===== src/rtl/ray_dispatcher_pkg.sv =====
// ray_dispatcher_pkg: dispatcher FSM states and counter sizing helper
package ray_dispatcher_pkg;
  typedef enum logic [1:0] {IDLE, ISSUE, DRAIN, DONE} state_t;
  function automatic int cnt_w(input int n);
    return n > 1 ? $clog2(n) : 1;
  endfunction
endpackage


===== src/rtl/vector_pkg.sv =====
// vector_pkg: shared Q16.16 scalar, 3-vector and per-pixel result types
package vector_pkg;
  localparam int FP_W = 32;
  localparam int FP_FRAC = 16;
  typedef logic signed [FP_W-1:0] fp;
  typedef struct packed {
    fp x;
    fp y;
    fp z;
  } vec3;
  typedef struct packed {
    logic hit;
    vec3  point;
  } pixel_result_t;
endpackage


===== src/rtl/result_fifo.sv =====
// result_fifo: in-order FIFO of parameterised depth/payload; drops pushes when full
module result_fifo #(
  parameter int  DEPTH = 16,
  parameter type T     = logic
) (
  input  logic clk,
  input  logic rst,
  input  logic push,
  input  T     din,
  input  logic pop,
  output T     dout,
  output logic empty,
  output logic full
);
  localparam int AW = DEPTH > 1 ? $clog2(DEPTH) : 1;
  T mem [DEPTH];
  logic [AW:0] wr_ptr, rd_ptr;
  assign empty = wr_ptr == rd_ptr;
  assign full = (wr_ptr[AW] != rd_ptr[AW]) && (wr_ptr[AW-1:0] == rd_ptr[AW-1:0]);
  assign dout = mem[rd_ptr[AW-1:0]];
  always_ff @(posedge clk or posedge rst) begin
    if (rst) begin
      wr_ptr <= '0;
      rd_ptr <= '0;
    end else begin
      if (push && !full) wr_ptr <= wr_ptr + (AW+1)'(1);
      if (pop && !empty) rd_ptr <= rd_ptr + (AW+1)'(1);
    end
  end
  always_ff @(posedge clk)
    if (push && !full) mem[wr_ptr[AW-1:0]] <= din;
endmodule


===== src/rtl/ray_dispatcher.sv =====
// ray_dispatcher: issues one ray per pixel under a credit limit and returns results in raster order
module ray_dispatcher
  import vector_pkg::*, ray_dispatcher_pkg::*;
#(
  parameter int H_RES        = 640,
  parameter int V_RES        = 480,
  parameter int MAX_INFLIGHT = 16
) (
  input  logic clk,
  input  logic rst,
  input  logic start,
  input  fp    cfg_x_start,
  input  fp    cfg_y_start,
  input  fp    cfg_x_step,
  input  fp    cfg_y_step,
  output logic ray_valid,
  output fp    ray_screen_x,
  output fp    ray_screen_y,
  input  logic res_valid,
  input  logic res_hit,
  input  vec3  res_point,
  output logic out_valid,
  input  logic out_ready,
  output logic out_hit,
  output vec3  out_point,
  output logic out_sof,
  output logic out_eol,
  output logic out_eof,
  output logic busy,
  output logic done,
  output logic overflow
);
  localparam int CW = cnt_w(H_RES);
  localparam int RW = cnt_w(V_RES);
  localparam int NW = $clog2(MAX_INFLIGHT) + 1;
  localparam logic [CW-1:0] COL_LAST = CW'(H_RES - 1);
  localparam logic [RW-1:0] ROW_LAST = RW'(V_RES - 1);
  localparam logic [NW-1:0] CRED_MAX = NW'(MAX_INFLIGHT);
  state_t state, state_n;
  fp x_start, x_step, y_step;
  logic [CW-1:0] col, ocol;
  logic [RW-1:0] row, orow;
  logic [NW-1:0] credits;
  pixel_result_t head;
  logic empty, full, push, pop, col_wrap, ocol_wrap;
  // results are only accepted while a frame is live, so stragglers from an abandoned frame vanish
  assign push = res_valid && (state == ISSUE || state == DRAIN);
  assign ray_valid = state == ISSUE && credits < CRED_MAX;
  assign out_valid = !empty;
  assign pop = out_valid && out_ready;
  assign out_hit = head.hit;
  assign out_point = head.point;
  assign col_wrap = col == COL_LAST;
  assign ocol_wrap = ocol == COL_LAST;
  assign out_sof = out_valid && ocol == '0 && orow == '0;
  assign out_eol = out_valid && ocol_wrap;
  assign out_eof = out_eol && orow == ROW_LAST;
  assign busy = state != IDLE;
  assign done = state == DONE;
  result_fifo #(.DEPTH(MAX_INFLIGHT), .T(pixel_result_t)) u_fifo (
    .clk   (clk),
    .rst   (rst),
    .push  (push),
    .din   (pixel_result_t'{res_hit, res_point}),
    .pop   (pop),
    .dout  (head),
    .empty (empty),
    .full  (full)
  );
  always_comb begin
    state_n = state;
    case (state)
      IDLE:    state_n = start ? ISSUE : IDLE;
      ISSUE:   state_n = ray_valid && col_wrap && row == ROW_LAST ? DRAIN : ISSUE;
      DRAIN:   state_n = pop && out_eof ? DONE : DRAIN;
      default: state_n = IDLE;
    endcase
  end
  always_ff @(posedge clk or posedge rst) begin
    if (rst) begin
      state        <= IDLE;
      x_start      <= '0;
      x_step       <= '0;
      y_step       <= '0;
      ray_screen_x <= '0;
      ray_screen_y <= '0;
      col          <= '0;
      row          <= '0;
      ocol         <= '0;
      orow         <= '0;
      credits      <= '0;
      overflow     <= 1'b0;
    end else begin
      state <= state_n;
      if (push && full) overflow <= 1'b1;
      if (state == IDLE && start) begin
        x_start      <= cfg_x_start;
        x_step       <= cfg_x_step;
        y_step       <= cfg_y_step;
        ray_screen_x <= cfg_x_start;
        ray_screen_y <= cfg_y_start;
        col          <= '0;
        row          <= '0;
        ocol         <= '0;
        orow         <= '0;
        credits      <= '0;
      end else begin
        if (ray_valid) begin
          col          <= col_wrap ? '0 : col + CW'(1);
          row          <= col_wrap ? row + RW'(1) : row;
          ray_screen_x <= col_wrap ? x_start : ray_screen_x + x_step;
          ray_screen_y <= col_wrap ? ray_screen_y + y_step : ray_screen_y;
        end
        if (pop) begin
          ocol <= ocol_wrap ? '0 : ocol + CW'(1);
          orow <= ocol_wrap ? orow + RW'(1) : orow;
        end
        credits <= credits + NW'(ray_valid) - NW'(pop);
      end
    end
  end
endmodule


===== config.mk =====
export PLATFORM = sky130hd
export DESIGN_NAME = ray_dispatcher
export DESIGN_NICKNAME = d
export VERILOG_FILES = /design/src/rtl/ray_dispatcher_pkg.sv /design/src/rtl/vector_pkg.sv /design/src/rtl/result_fifo.sv /design/src/rtl/ray_dispatcher.sv
export SDC_FILE = /design/constraint.sdc
export NUM_CORES = 2
export LEC_CHECK = 0
export ABC_CLOCK_PERIOD_IN_PS = 9400
export CORE_MARGIN = 2
export CORE_UTILIZATION = 60
export DETAILED_ROUTE_END_ITERATION = 8
export PLACE_DENSITY = 0.8
export SETUP_SLACK_MARGIN = 0.05
export SLEW_MARGIN = 0
export SYNTH_ARGS = -nofsm -noshare
export SYNTH_HDL_FRONTEND = slang
export SYNTH_HIERARCHICAL = 1
export SYNTH_SLANG_ARGS = --single-unit

===== constraint.sdc =====
create_clock -name clk -period 9.4 [get_ports clk]
set_clock_uncertainty 0.1 [all_clocks]
set_input_delay 1.88 -clock clk [delete_from_list [all_inputs] [get_ports clk]]
set_output_delay 1.88 -clock clk [all_outputs]
set_load 0.01 [all_outputs]

==> out/qor.csv <==
metric,value,unit
Sequential cell area,52000,sq um
area grow syn2layout,15.1,%
initial antenna violation count,25,
All-Layer GR Usage,28.2,%
Switching Power,0.00789,W
RSZ-0062 raised after global routing,no,
Critical Path AT,4870,ps
Routed Antenna Nets,0,
Vias,39885,
die width,350,microns
Synth top area share,64.9,%
"top cells by area, synth","edfxtp_1 65%, mux4_2 9.1%, dfrtp_1 7.5%",
design area,82700,sq um
WL final,172000,microns
power share of the combinational group,33.2,%
Max-slew headroom,13.5,%
# H-tree levels,4,
dpl cells,5933,
Port Buffer Count,398,
layout cells sized above 1,13.4,%
vias in the first global route,40539,
Fmax,0.146,GHz
HP Start,x_start[23],
fin worst setup slack,2550,ps
Pwr Total,0.0247,W
mean routed wirelength per cell,27.4,microns
worst path required time,7420,ps
worst skew pair latency,780,ps
switching part of the total,31.9,%
pwr dens,299,nW/um^2
"Min Clock Period, post-route",6850,ps
number of max-cap violations,0,
layout net count,4824,
part of the power in the clock network,26.8,%
Slew @ Worst Pin,1300,ps
Post-CTS Setup Bufs,0,
clock buffer depth,3,
DRC errors left,0,
"Setup violations, final",0,
max-slew violation count,0,
path depth of the worst reg2reg path,15,
CP Launch Type,register,
register share of total power,40.0,%
YS warnings,6,
synthesized area,71900,sq um
DIE AREA,123000,sq um
Seq cells post-synth,1768,
Pint,0.0168,W
Max Fanout on Critical Path,106,
FILL cells,7268,
Worst setup EP type,primary output,
Core Box Area,118000,sq um
Syn Inst Count,4099,
Root Driver,clkbuf_16,
setup TNS,0,ps
dpl ws,3330,ps
"non-filler cells, final",6267,
dominant synthesized flop cell,edfxtp_1,
CTS tree,built,
initial core utilization,60.7,%
first-pass GRT wire length,254000,microns
LEAKAGE,28.8,nW
largest area contributor in the netlist,edfxtp_1,
hold crit path type,reg -> reg,
I/O Pins,399,
Worst Hold Depth,2,
worst flop-to-flop path startpoint,u_fifo/rd_ptr[1],
chip height,350,microns
FF-to-FF setup slack,4120,ps
Initial DRC Count,4106,
# rows,126,
multi-input logic area,18700,sq um
synth unique cells,72,
"EDFF count, synth",1552,
grt total ovfl,0,
post-cts repair resize count,0,
VDD IR max,0.370,mV
WHS Endpoint,x_start[23],
post-synthesis sequential area ratio,72.4,%
DP HPWL,90800,microns
Setup CP Type,reg -> out,
1st-pass router iterations,5,
DR vias/cell,6.36,
largest net degree at the start of global routing,157,
total CTS buffers,173,
Clock transition at path regs,60,ps
Synth async-reset ratio,12.2,%
gpl congestion,0.851,
final hold vios,0,
# hold bufs at CTS,0,
CTS sink count,1768,
syn_nets,4415,
dpl cell area,77300,sq um
status,completed,
Synth Area per Inst,17.5,sq um
r2r endpoint,credits[4],
fraction of the cycle the final worst path needs,72.8,%
## per-layer routing
metal | vias to the layer above | part of all wire [%] | GRT usage [%]
met2 | 1975 | 50 | 46.6
met1 | 20393 | 37 | 36.8
met5 | - | 0.068 | 0
met3 | 319 | 9.9 | 6.65
li1 | 17180 | - | -
met4 | 18 | 3.1 | 10.3
## worst max path at each step
stage | to | slack [ps] | from
2_1_floorplan | col[0] | 1800 | rst
3_3_place_gp | out_point[52] | 3320 | u_fifo/rd_ptr[0]
3_5_place_dp | out_point[52] | 3330 | u_fifo/rd_ptr[0]
4_1_cts | out_point[91] | 2470 | u_fifo/rd_ptr[0]
5_1_grt | out_point[91] | 2260 | u_fifo/rd_ptr[0]
6_report | out_point[91] | 2550 | u_fifo/rd_ptr[0]
## state kept, by name, summed over array words and instances, names as in the netlist
name and flops:
y_step 32, orow 9, ray_screen_x 32, credits 5, x_step 32, u_fifo/rd_ptr 5, overflow 1, u_fifo/mem 1552
ray_screen_y 32, u_fifo/wr_ptr 5, state 2, row 9, x_start 32, col 10, ocol 10
## logic make-up (layout without fill, tap and decap cells)
kind of cell | count (synthesis) | in the layout | share of synthesized area (%)
flops | 1768 | 1768 | 72.4
simple gates | 687 | 687 | 4.14
compound gates | 627 | 627 | 5.80
mux | 586 | 586 | 13.2
buf+inv | 249 | 801 | 1.74
xor+xnor | 96 | 96 | 1.17
fa+ha+maj | 86 | 86 | 1.53
other cells | 0 | 16 | 0
## power groups by stage
stage | Combinational (W) | Clock, W | Sequential [W]
finish | 0.00820 | 0.00661 | 0.00989
detailed placement | 0.00812 | 0 | 0.0100
global placement | 0.00801 | 0 | 0.00998
CTS | 0.00821 | 0.00671 | 0.00989
global route | 0.00871 | 0.00701 | 0.00995
floorplan | 0.00529 | 0 | 0.00989
## cells in the mapped netlist, types with 56 or more instances
master and instances:
o21ai_1 101, a32oi_1 97, edfxtp_1 1552, nor2_1 119
dfrtp_1 216, clkbuf_1 96, o21ai_0 79, ha_1 83
a21oi_1 113, a22oi_1 98, mux4_2 291, mux2i_1 293
buf_2 56, nand2_1 401
## final cells by class
| type | count | share of cell area [%] |
|---|---|---|
| diodes | 16 | 0.0484 |
| clock inverters | 86 | 0.915 |
| clock buffers | 232 | 5.60 |
| multi-input cells | 2082 | 22.6 |
| flip-flops and latches | 1768 | 62.9 |
| repair buffers | 452 | 5.40 |
| inverters | 31 | 0.153 |
| well taps | 1600 | 2.42 |
## critical path, cell delays in order (launching register included)
cell	delay [ps]
dfrtp_4	690
buf_4	790
buf_12	710
mux4_2	620
a32oi_1	250
o21ai_1	220
clkdlybuf4s50_1	580
## cells in the final DEF (no fill, tap or decap), types with 9 or more instances in the layout
cell type / synthesis / final
a22oi_1: 98 / 98
mux2i_1: 293 / 293
o21a_1: 10 / 10
and3_4: 0 / 9
clkbuf_16: 0 / 176
clkinv_2: 0 / 24
mux4_2: 291 / 291
edfxtp_1: 1552 / 1552
o21ai_0: 79 / 79
nand3_1: 29 / 29
xnor2_1: 43 / 43
and3_1: 30 / 21
xor2_1: 53 / 53
dfrtp_1: 216 / 213
nand2_1: 401 / 400
clkinv_1: 1 / 37
clkbuf_1: 96 / 54
clkdlybuf4s50_1: 0 / 398
inv_1: 29 / 28
nor2_1: 119 / 117
bufinv_16: 0 / 9
buf_4: 37 / 48
nand4_1: 23 / 23
a21oi_1: 113 / 113
o21ai_1: 101 / 101
ha_1: 83 / 83
a21o_1: 35 / 35
o211ai_1: 12 / 12
nor2b_1: 12 / 10
o21bai_1: 10 / 10
and2_1: 15 / 11
diode_2: 0 / 16
a32oi_1: 97 / 97
a31oi_1: 17 / 17
a211oi_1: 11 / 11
nor3_1: 23 / 23
## through the flow
stage | hold slack (ps) | utilization (%)
floorplan | 338 | -
global placement | 348 | 65.3
detailed placement | 354 | 65.3
CTS | 369 | 69.9
global route | 391 | 69.9
finish | 365 | 69.9
No activity file was read; power rests on OpenSTA's default activity.
